File: config.mk
export PLATFORM = sky130hd
export DESIGN_NAME = fifo_ctrl_ram_4x8
export DESIGN_NICKNAME = d
export VERILOG_FILES = /design/src/rtl/fifo_ctrl_ram_4x8.sv
export SDC_FILE = /design/constraint.sdc
export NUM_CORES = 1
export LEC_CHECK = 0
export BUFFER_PORTS_ARGS = -buffer_cell sky130_fd_sc_hd__clkbuf_2
export CORE_UTILIZATION = 35
export CTS_BUF_LIST = sky130_fd_sc_hd__clkbuf_4 sky130_fd_sc_hd__clkbuf_8
export CTS_CLUSTER_DIAMETER = 200
export DETAILED_ROUTE_END_ITERATION = 8
export MAX_ROUTING_LAYER = met4
export PLACE_DENSITY = 0.68
export SLEW_MARGIN = 15
export SYNTH_ARGS = -nofsm -noshare
export SYNTH_HDL_FRONTEND = slang
export SYNTH_SLANG_ARGS = --single-unit
File: constraint.sdc
create_clock -name clk -period 1.8 [get_ports clk]
set_input_delay 0.36 -clock clk [delete_from_list [all_inputs] [get_ports clk]]
set_output_delay 0.36 -clock clk [all_outputs]
set_load 0.01 [all_outputs]
File: src/rtl/fifo_ctrl_ram_4x8.sv
// fifo_ctrl_ram_4x8
//   Controller that turns an external 4x8 single-port synchronous RAM into a
//   4-entry, 8-bit FIFO. It performs one RAM access per cycle, and pop has
//   priority over push.
//   clk, reset       : rising-edge clock, synchronous active-high reset
//   push_valid/data  : enqueue request; push_ready gates acceptance
//   pop_req          : dequeue request
//   pop_valid/data   : 1-cycle pulse, 2 edges after the accepting edge; data held
//   count/full/empty : occupancy
//   ovf_err/udf_err  : sticky push-while-full / pop-while-empty
//   ram_*            : registered RAM controls, ram_dados_out is the RAM read data
module fifo_ctrl_ram_4x8 #(
  parameter int DATA_W = 8,
  parameter int ADDR_W = 2,
  parameter int DEPTH  = 4
) (
  input  logic              clk,
  input  logic              reset,
  input  logic              push_valid,
  input  logic [DATA_W-1:0] push_data,
  output logic              push_ready,
  input  logic              pop_req,
  output logic              pop_valid,
  output logic [DATA_W-1:0] pop_data,
  output logic [ADDR_W:0]   count,
  output logic              full,
  output logic              empty,
  output logic              ovf_err,
  output logic              udf_err,
  output logic              ram_enable,
  output logic              ram_write_enable,
  output logic [ADDR_W-1:0] ram_addr,
  output logic [DATA_W-1:0] ram_dados_in,
  input  logic [DATA_W-1:0] ram_dados_out
);
  localparam int STAGES = 1;
  localparam logic [ADDR_W:0]   DEPTH_C = DEPTH;
  localparam logic [ADDR_W:0]   CNT_ONE = 1;
  localparam logic [ADDR_W-1:0] PTR_ONE = 1;

  logic [ADDR_W-1:0] wr_ptr, rd_ptr;
  // vld_pipe[0]: pop accepted at the last edge (RAM read is in flight this cycle)
  // vld_pipe[1]: RAM read data is on ram_dados_out this cycle
  logic [STAGES:0]   vld_pipe;
  logic              pop_acc, push_acc;

  assign full       = (count == DEPTH_C);
  assign empty      = (count == '0);
  assign pop_acc    = pop_req && !empty;
  // The RAM has a single port, so a pop in the same cycle blocks the push.
  assign push_ready = !full && !pop_acc;
  assign push_acc   = push_valid && push_ready;

  always_ff @(posedge clk) begin
    if (reset) begin
      wr_ptr           <= '0;
      rd_ptr           <= '0;
      count            <= '0;
      vld_pipe         <= '0;
      pop_valid        <= 1'b0;
      pop_data         <= '0;
      ovf_err          <= 1'b0;
      udf_err          <= 1'b0;
      ram_enable       <= 1'b0;
      ram_write_enable <= 1'b0;
      ram_addr         <= '0;
      ram_dados_in     <= '0;
    end else begin
      vld_pipe  <= {vld_pipe[STAGES-1:0], pop_acc};
      pop_valid <= vld_pipe[STAGES];
      if (vld_pipe[STAGES]) pop_data <= ram_dados_out;

      ovf_err <= ovf_err | (push_valid && full);
      udf_err <= udf_err | (pop_req && empty);

      if (pop_acc) begin
        ram_enable       <= 1'b1;
        ram_write_enable <= 1'b0;
        ram_addr         <= rd_ptr;
        rd_ptr           <= rd_ptr + PTR_ONE;
        count            <= count - CNT_ONE;
      end else if (push_acc) begin
        ram_enable       <= 1'b1;
        ram_write_enable <= 1'b1;
        ram_addr         <= wr_ptr;
        ram_dados_in     <= push_data;
        wr_ptr           <= wr_ptr + PTR_ONE;
        count            <= count + CNT_ONE;
      end else begin
        // Idle: the address and write data hold their previous values.
        ram_enable       <= 1'b0;
        ram_write_enable <= 1'b0;
      end
    end
  end
endmodule

Word level (Yosys, flattened, before mapping)
Cells that the tools add are included.
{"block": "word_totals", "output_inout_bits": 29, "word_cells": 38, "reg_bits": 32, "in_bits": 20}
{"block": "op_classes", "n_eq_ne": 1, "addsub": 4, "reduce_logical": 12, "n_bitwise": 3, "muxes": 6}
{"cell": "$mux W3", "n": 2}
{"cell": "$logic_and A1 B1 Y1", "n": 5}
{"cell": "$add A2 B1 Y2 const B", "n": 2}
{"cell": "$mux W2", "n": 2}
{"cell": "$add A3 B1 Y3 const B", "n": 1}
{"cell": "$eq A3 B3 Y1 const B", "n": 1}
{"cell": "$logic_not A1 Y1", "n": 3}
{"cell": "$logic_not A3 Y1", "n": 1}
{"cell": "$sub A3 B1 Y3 const B", "n": 1}
{"cell": "$mux W1", "n": 2}
{"cell": "$or A1 B1 Y1", "n": 2}
{"cell": "$reduce_and A2 Y1", "n": 1}
{"cell": "$reduce_bool A2 Y1", "n": 1}
{"cell": "$reduce_or A2 Y1", "n": 1}
{"cell": "$not A1 Y1", "n": 1}

Depth between registers and ports, before layout
Gate-level depths: netlist (run 1).
{"block": "logic_depth", "depth_word": 8, "mapped_depth": 7, "mapped_depth_nobuf": 6}

Least setup slack after synthesis (run 1)
No wires, ideal clock.
{"block": "synth_path", "path_kind": "register -> register", "startpoint": "register count[0]", "endpoint": "register count[2]", "stages_incl_launch_ff": 8, "arrival_ns": 1.725, "n_path_buf": 1, "path_slack_ns": -0.044, "t_required_ns": 1.681, "setup_ns": 0.119, "period_less_slack_ns": 1.844, "path_cell_list": "dfxtp_1 -> buf_2 -> o31ai_2 -> xnor2_1 -> ha_1 -> nor3b_1 -> a311oi_1 -> o221a_2"}
{"block": "synth_via", "elab_chain_len": 7, "word_cells_on_any_way": 13, "cone_classes": "add/sub (2); eq/ne (1); mux (2); reduce/logical (8)"}
{"item": "from (decl)", "line": "25", "text": "output logic [ADDR_W:0] count,"}
{"item": "from (signal assigned)", "line": "81", "text": "count <= count - CNT_ONE;"}
{"item": "from (signal assigned)", "line": "88", "text": "count <= count + CNT_ONE;"}
{"item": "parallel branches: the longest is 7 deep, another holds $add A3 B1 Y3"}
Several ways; the timed one is not identified. The select of a mux whose other input is x is not followed.
A chain may end at the register's enable or synchronous reset.

Worst setup path after layout (run 1)
{"block": "layout_path", "startpoint": "register count[1]", "endpoint": "output push_ready"}
{"block": "layout_via", "elab_chain_len": 5, "word_cells_on_any_way": 7, "cone_classes": "eq/ne (1); reduce/logical (6)"}
{"item": "$logic_not A3 Y1", "line": "48", "text": "assign empty = (count == '0);"}
{"item": "$logic_not A1 Y1", "line": "49", "text": "assign pop_acc = pop_req && !empty;"}
{"item": "$logic_and A1 B1 Y1", "line": "49"}
{"item": "$logic_not A1 Y1", "line": "51", "text": "assign push_ready = !full && !pop_acc;"}
{"item": "$logic_and A1 B1 Y1 *", "line": "51"}
{"item": "to (decl)", "line": "21", "text": "output logic push_ready,"}
Every way passes the cells marked *; elsewhere a longest branch is shown, timed or not.

==> flow_summary.ini, run 1 <==
[clock_tree]
cts_max_level = 2
clkTransAtPathRegs_ps = 70
cts_buffers = 5
cts_tree = done
insertion_delay_ps = 280
cts_root_buf = clkbuf_8
cts.path.max_buffers = 2
cts_sinks = 32

[power]
p_leak_nw = 0.785
power_frac_comb_pct = 35.4
power.switching_w = 0.000801
ir_drop_v = 0.000532
swShare_pct = 34.1
intPower_w = 0.00155
seqPwrFrac_pct = 39.8
power.density_mw_per_mm2 = 1310
clkPwrFrac_pct = 24.9

[global_route]
grt_pass1_wl_um = 5020
gr-usage-all-layers_pct = 16.2
antenna_found_initial = 0
grt_max_degree = 28
grt_pass1_vias = 1158
grt-ovfl-total = 0

[critical_path]
crit_type = reg -> out
r2r_start = count[0]
r2r_cells = 6
start_kind = register
arrival_ps = 1360
crit_chain = or3b_4, clkinv_8, nor2_1, clkbuf_2
cp_max_fo = 16
cp_slowest_cell = or3b_4
crit_required_ps = 1440
end_kind = output port
slowest_delay_ps = 450
setup.worst_path.start = count[1]

[sta]
fin_crit_ps = 1720
timing.hold.ws_ps = 309
slew_headroom_pct = 65.7
tightest_slew_ps = 515
final.setup.tns_ps = 0
fin_crit_sh_pct = 95.7
slew_viol_final = 0
timing.fmax_mhz = 581
finalHoldViolations = 0
setup_viol = 0
final.setup_skew_ps = 8.60
rsz0062_at_grt = no

[yosys]
yosys.cell_types.count = 37
synth_area_leader_cell = dfxtp_1
syn_inst = 146
syn_nets = 167
synth-seq-cells = 32
netlist_top_cells_area = dfxtp_1 (47%), mux2i_1 (5.9%), a21oi_1 (5.5%)
yosys_warnings = 0
yosysTopAreaCellShare_pct = 47.3
syn_area_per_cell_sq_um = 9.28
synthArstFlopShare_pct = 0
synthFlopType = dfxtp_1
synth_area_sq_mm = 0.00136
synth_most_common_cell = dfxtp_1
synth_edf_count = 0
synth_common_cells = dfxtp_1 (32), nor2_1 (17), a21oi_1 (15), nand4_1 (10), o31ai_1 (10)
yosysSeqAreaShare_pct = 47.3

[layout]
utilization_pct = 48.4
fin_area_sq_mm = 0.00179
nets = 217
area_delta_synth_final_pct = 31.9
diodes = 0
final_cells = 245
drive_gt1_share_pct = 38.6

[die]
die-area_sq_mm = 0.00412
start_util_pct = 36.7
die_height_um = 64.2
core-area_sq_mm = 0.00369
die_w_um = 64.2
rows = 22
io_pins = 49

[place]
dp_cells = 236
dpl_cell_area_sq_mm = 0.00166
port_buffers = 48
gp_congestion = 0.777
hpwl_um = 2110

[detailed_routing]
detail-route-antenna-nets = 0
dr.first_iter.drc_count = 61
wire_per_inst_um = 12.6
routed_wl_um = 3080
drc = 0
vias = 1240
firstDrtPassIters = 4
routed_via_density = 5.06

[run_status]
status = finished, final reports clean

[hold_path]
whs_path_depth = 3
hold_start = push_data[2]
hold_path_class = in -> reg

[run]
drv_cap = 0
==> layout by cell type (no fill, tap or decap), drive strengths merged, types with 2 or more instances in the layout <==
cell,Yosys,layout
o31ai,11,11
nor2b,5,5
a31oi,2,2
buf,7,11
nor4b,2,2
mux2i,8,8
o311ai,3,3
nand4,10,10
nand2,2,2
dfxtp,32,32
a21oi,15,15
xnor2,2,2
inv,4,3
nor2,17,17
clkbuf,9,55
==> power by group through the flow <==
stage	sequential [W]	clock (W)	combinational, W
2_1_floorplan	0.000952	0	0.000520
3_3_place_gp	0.000937	0	0.000803
3_5_place_dp	0.000942	0	0.000805
4_1_cts	0.000929	0.000607	0.000824
5_1_grt	0.000951	0.000644	0.000913
6_report	0.000933	0.000583	0.000830
==> critical path, delay by kind of cell (launching register included) <==
family	cells	cell delay, ps
buf+inv	2	220
flops	1	360
simple gates	2	500
==> what timing repair did <==
item | 4_1_cts | 5_1_grt
cloned | 0 | 0
resized for setup | 3 | 5
setup endpoints to repair | 2 | 2
buffers inserted | 1 | 0
hold buffers | 0 | 0
pin swaps | 0 | 1
==> registers in the layout (all words and copies together) (netlist names) <==
register,count
pop_valid,1
rd_ptr,2
udf_err,1
wr_ptr,2
ram_enable,1
ram_addr,2
ram_write_enable,1
ram_dados_in,8
pop_data,8
vld_pipe,2
count,3
ovf_err,1
==> through the flow <==
| stage | setup WS (ps) | power [W] |
|---|---|---|
| 3_5_place_dp | 101 | 0.00175 |
| 3_3_place_gp | 138 | 0.00174 |
| 2_1_floorplan | 33.5 | 0.00147 |
| 5_1_grt | 18.1 | 0.00251 |
| 6_report | 77.5 | 0.00235 |
| 4_1_cts | 7.00 | 0.00236 |
==> area by class of cell <==
type,instances,area (sq um)
well taps,48,60.1
repair buffers,59,323
flip-flops and latches,32,646
fillers,385,1900
inverters,4,27.5
clock inverters,1,7.51
clock buffers,7,90.1
multi-input cells,94,633
==> path summary, 6_finish.rpt <==
check / end / slack [ps]
min reg2reg: vld_pipe[1] / 450
max: push_ready / 80
min: ram_dados_in[2] / 310
max reg2reg: count[2] / 180
==> logic make-up (layout without fill, tap and decap cells) <==
| kind of cell | Yosys count | after routing | synth area share, % |
|---|---|---|---|
| compound gates | 39 | 39 | 19.7 |
| simple gates | 42 | 42 | 16.7 |
| fa+ha+maj | 1 | 1 | 0.923 |
| flops | 32 | 32 | 47.3 |
| mux | 9 | 9 | 6.74 |
| xor+xnor | 3 | 3 | 1.94 |
| buf+inv | 20 | 71 | 6.74 |
==> metal layers <==
metal | part of all wire, % | vias to the layer above | track usage [%]
li1 | - | 628 | -
met1 | 46 | 559 | 18.0
met2 | 46 | 48 | 26.9
met3 | 6.9 | 5 | 6.25
met4 | 0.58 | 0 | 5.00
met5 | 0 | - | -
No activity file was read; power rests on OpenSTA's default activity.
==> run 2, diff against run 1 <==
--- a/config.mk
+++ b/config.mk
@@ -12,6 +12,7 @@
 export DETAILED_ROUTE_END_ITERATION = 8
 export MAX_ROUTING_LAYER = met4
 export PLACE_DENSITY = 0.68
+export SETUP_SLACK_MARGIN = 0.4
 export SLEW_MARGIN = 15
 export SYNTH_ARGS = -nofsm -noshare
 export SYNTH_HDL_FRONTEND = slang
==> run 2 against run 1 <==
  * Wire length increased by 6.0%
  * First-iteration DRC count decreased by 33%
  * Critical path type unchanged
  * Non-clock buffer count increased by 7
  * Count of clock-buffer cells in the layout decreased by 1
  * Sequential power increased by 1%
  * Cell count increased by 2.9%
  * Combinational power increased by 23%
  * Worst hold slack improved by 4.6 ps
  * Via count increased by 1.9%
  * Global-route usage increased by 0.93 points
  * Maximum frequency increased by 2.6%
==> flow_summary.ini, run 2 (synthesis gave the netlist of run 1 again) <==
[clock_tree]
insertion_delay_ps = 280
cts_buffers = 5
cts_sinks = 32
cts_tree = done
cts.path.max_buffers = 2
postCtsHoldBufs = 0
cts_max_level = 2
cts_root_buf = clkbuf_8
clkTransAtPathRegs_ps = 70

[detailed_routing]
routed_wl_um = 3260
routed_via_density = 5.02
vias = 1264
detail-route-antenna-nets = 0
dr.first_iter.drc_count = 41
firstDrtPassIters = 4
wire_per_inst_um = 13.0
drc = 0

[critical_path]
end_kind = output port
reg2reg_slack_ps = 190
r2r-end = count[2]
cp_max_fo = 6
start_kind = register
cp_slowest_cell = or3b_4
r2r_start = count[1]
crit_type = reg -> out
slowest_delay_ps = 440
crit_required_ps = 1440
arrival_ps = 1320
critical_path_buf_inv_count = 2
crit_chain = or3b_4, inv_8, nor2_4, buf_6
path_delay_family = simple AND/OR/NAND/NOR gates
r2r_cells = 7

[sta]
timing.hold.ws_ps = 313
slew_headroom_pct = 59.1
setup_viol = 0
final.setup_skew_ps = 4.73
finalHoldViolations = 0
fin_crit_ps = 1680
timing.fmax_mhz = 596
final.setup.tns_ps = 0
slew_viol_final = 0
fin_crit_sh_pct = 93.2
rsz0062_at_grt = yes
tightest_slew_ps = 605

[layout]
diodes = 0
reg.largest.list = pop_data (8), ram_dados_in (8), count (3)
multiInputGateArea_sq_um = 662
nets = 224
drive_gt1_share_pct = 42.2
final_cells = 252
final_cell_mix = clkbuf_2 (44), dfxtp_1 (29), nor2_1 (16), a21oi_1 (15), buf_4 (15)
seqCellArea_sq_um = 652
layout_commonest_cell = clkbuf_2
nFillCells = 375
utilization_pct = 52.0
area_delta_synth_final_pct = 41.5

[power]
power.density_mw_per_mm2 = 1380
ir_drop_v = 0.000516
power_w = 0.00265
p_leak_nw = 0.861

[global_route]
gr-usage-all-layers_pct = 17.2
grt_pass1_vias = 1199
grt-ovfl-total = 0
antenna_found_initial = 0
grt_pass1_wl_um = 5240
grt_max_degree = 27

[hold_path]
whs_path_depth = 3
min_to = pop_data[5]
hold_start = ram_dados_out[5]
hold_path_class = in -> reg

[place]
gp_congestion = 0.782
dp_cells = 236
port_buffers = 48
hpwl_um = 2170

[die]
die-area_sq_mm = 0.00412
core-area_sq_mm = 0.00369
rows = 22
die_height_um = 64.2
start_util_pct = 36.7
io_pins = 49
die_w_um = 64.2

[run_status]
status = finished, final reports clean

[run]
drv_cap = 0
## run 2: changes by cell type in the layout (fill, tap and decap cells not counted), sizes merged
cell          previous run  this run
buf                     11        21
bufinv                   0         1
clkbuf                  55        50
clkinvlp                 1         0
dlymetal6s2s             0         1
inv                      3         4
## run 2: where the power goes
group	switching (W)	total, W	internal [W]
logic	0.000500	0.00102	0.000520
clock network	0.000259	0.000685	0.000425
registers	0.0000987	0.000942	0.000843
## run 2: what timing repair did
item / in CTS / in global routing
hold endpoints to repair: 0 / 0
buffers inserted: 6 / 2
endpoints found under the setup margin: 19 / 20
pin swaps: 5 / 5
gates resized for setup: 8 / 7
## run 2: worst register-to-register path, cell delays in order (launching register included)
cell,delay [ps]
dfxtp_4,360
buf_12,120
o31ai_4,200
xnor2_1,160
ha_2,240
nor3b_2,50
a311oi_1,200
o221a_2,220
## run 2: worst max-delay path by stage
stage	start	slack [ps]	to	cells past startpoint
6_report	count[0]	120	push_ready	4
4_1_cts	count[1]	130	push_ready	4
3_5_place_dp	count[1]	190	count[2]	6
5_1_grt	count[1]	80	count[2]	7
3_3_place_gp	count[1]	170	count[2]	6
2_1_floorplan	count[2]	120	count[2]	7
## run 2: area by class of cell
cell class                      instances  share of cell area [%]
Multi-Input combinational cell         94                    34.5
Sequential cell                        32                    34.0
Timing Repair Buffer                   66                    21.3
Clock buffer                            6                    3.98
Tap cell                               48                    3.13
Clock inverter                          2                    1.83
Inverter                                4                    1.17
## run 2: metal layers
metal	wire length [um]	global-route usage [%]	part of all wire, %
met5	0	-	0
met4	54	6.94	1.7
met3	159	5.89	4.9
met2	1590	26.9	49
met1	1460	20.1	45
## run 2: metrics by stage
step           area [sq um]  setup WS [ps]
2_1_floorplan          1400            118
3_3_place_gp           1690            174
3_5_place_dp           1690            186
4_1_cts                1880            127
5_1_grt                1920           80.7
6_report               1920            122
==> run 3, diff against run 2 <==
--- a/config.mk
+++ b/config.mk
@@ -11,7 +11,7 @@
 export CTS_CLUSTER_DIAMETER = 200
 export DETAILED_ROUTE_END_ITERATION = 8
 export MAX_ROUTING_LAYER = met4
-export PLACE_DENSITY = 0.68
+export PLACE_DENSITY = 0.58
 export SETUP_SLACK_MARGIN = 0.4
 export SLEW_MARGIN = 15
 export SYNTH_ARGS = -nofsm -noshare
==> run 3 against run 2 <==
  * Clock power decreased by 22%
  * First-iteration DRC count rose by 90%
  * Sequential share of layout area down 1.1 points
  * Via count grew 5.4%
  * Total power fell by 1.2%
  * Critical path type is now reg -> reg
  * Largest power group unchanged
==> flow_summary.ini, run 3 (synthesis gave the netlist of run 1 again) <==
[clock_tree]
cts.path.max_buffers = 2
cts_tree = done
clkTransAtPathRegs_ps = 70
cts_buffers = 5
cts_root_buf = clkbuf_8
insertion_delay_ps = 280
cts_max_level = 2
cts_sinks = 32

[die]
die_w_um = 64.2
rows = 22
start_util_pct = 36.7
io_pins = 49
die-area_sq_mm = 0.00412
die_height_um = 64.2
core-area_sq_mm = 0.00369

[sta]
rsz0062_at_grt = yes
slew_headroom_pct = 68.7
timing.hold.ws_ps = 309
slew_viol_final = 0
tightest_slew_ps = 470
fin_crit_sh_pct = 93.9
finalHoldViolations = 0
final.setup_skew_ps = 9.05
setup_viol = 0
final.setup.tns_ps = 0
timing.fmax_mhz = 592
fin_crit_ps = 1690

[detailed_routing]
firstDrtPassIters = 4
routed_via_density = 5.18
drc = 0
vias = 1332
routed_wl_um = 3410
detail-route-antenna-nets = 0
dr.first_iter.drc_count = 78
wire_per_inst_um = 13.3

[critical_path]
r2r_start = count[2]
endpoint = count[2]
crit_chain = buf_12, o31ai_4, xnor2_1, ha_2, nor3b_2, a311oi_1, o221a_2
arrival_ps = 1910
cp_slowest_cell = dfxtp_4
end_kind = register
r2r-end = count[2]
reg2reg_slack_ps = 110
setup.worst_path.start = count[2]
cp_max_fo = 4
crit_type = reg -> reg
slowest_delay_ps = 350
start_kind = register
crit_required_ps = 2020
r2r_cells = 7

[power]
power.density_mw_per_mm2 = 1320
p_leak_nw = 0.872
ir_drop_v = 0.000444

[layout]
nets = 229
final_cell_mix = clkbuf_2 (46), dfxtp_1 (29), buf_4 (17), nor2_1 (16), a21oi_1 (14)
nFillCells = 338
area_delta_synth_final_pct = 46.4
drive_gt1_share_pct = 46.4
multiInputGateArea_sq_um = 701
reg.largest.list = pop_data (8), ram_dados_in (8), count (3)
layout_commonest_cell = clkbuf_2
seqCellArea_sq_um = 652
diodes = 0

[place]
hpwl_um = 2160
port_buffers = 48
gp_congestion = 0.771

[global_route]
gr-usage-all-layers_pct = 17.0
grt_max_degree = 25
grt_pass1_vias = 1184
grt-ovfl-total = 0
grt_pass1_wl_um = 5310
antenna_found_initial = 0

[run_status]
status = finished, final reports clean

[hold_path]
hold_path_class = in -> reg

[run]
drv_cap = 0
==> run 3: changes by cell type in the layout (fill, tap and decap cells not counted), sizes merged <==
cell,previous run,this run
buf,21,24
bufinv,1,0
clkbuf,50,51
clkdlybuf4s15,0,1
clkinv,1,3
dlymetal6s2s,1,0
==> run 3: how the worst min path moves through the flow <==
stage | slack [ps] | cells past startpoint | endpoint | from
2_1_floorplan | 410 | 1 | vld_pipe[1] | vld_pipe[0]
3_3_place_gp | 440 | 1 | vld_pipe[1] | vld_pipe[0]
3_5_place_dp | 420 | 1 | vld_pipe[1] | vld_pipe[0]
4_1_cts | 300 | 3 | pop_data[3] | ram_dados_out[3]
5_1_grt | 310 | 3 | pop_data[3] | ram_dados_out[3]
6_report | 310 | 3 | pop_data[3] | ram_dados_out[3]
==> run 3: cell type report <==
type                            count  area share [%]
Clock inverter                      3           0.946
Inverter                            4            1.14
Clock buffer                        5            3.47
Tap cell                           48            3.03
Multi-Input combinational cell     94            35.3
Timing Repair Buffer               71            23.2
Sequential cell                    32            32.9
==> run 3: stage by stage <==
| stage | worst slack, ps | cell area [sq um] | power, W | std cells | utilization, % |
|---|---|---|---|---|---|
| final | 110 | 1980 | 0.00262 | 257 | 53.8 |
| after CTS | 115 | 1850 | 0.00243 | 250 | 50.1 |
| after global routing | 60.7 | 1980 | 0.00277 | 257 | 53.8 |
| after detailed placement | 141 | 1660 | 0.00176 | 233 | 45.1 |
| after floorplan | 118 | 1400 | 0.00152 | 146 | - |
| after global placement | 192 | 1660 | 0.00173 | 233 | 45.1 |
==> run 3: per-layer routing <==
| layer | vias to the layer above | global-route usage [%] | part of all wire (%) |
|---|---|---|---|
| met5 | - | - | 0 |
| met4 | 0 | 5.56 | 1.3 |
| met3 | 6 | 6.43 | 4.8 |
| met2 | 33 | 27.0 | 49 |
| met1 | 641 | 19.9 | 45 |
| li1 | 652 | - | - |
==> run 3: timing repair <==
action | in CTS | in global routing
hold buffers | 0 | 0
setup endpoints to repair | 20 | 18
gates resized for setup | 8 | 19
buffers inserted | 9 | 6
pin swaps | 6 | 11
gates cloned | 0 | 1
==> run 3: power breakdown <==
| group | internal, W | switching [W] | total, W |
|---|---|---|---|
| Combinational | 0.000585 | 0.000555 | 0.00114 |
| Clock | 0.000269 | 0.000266 | 0.000534 |
| Sequential | 0.000843 | 0.0000984 | 0.000941 |
==> run 3: critical path, delay by kind of cell (launching register included) <==
kind / cells / cell delay, ps
xor+xnor: 1 / 160
fa+ha+maj: 1 / 250
simple gates: 1 / 60
compound gates: 3 / 700
flops: 1 / 350
buf+inv: 1 / 120
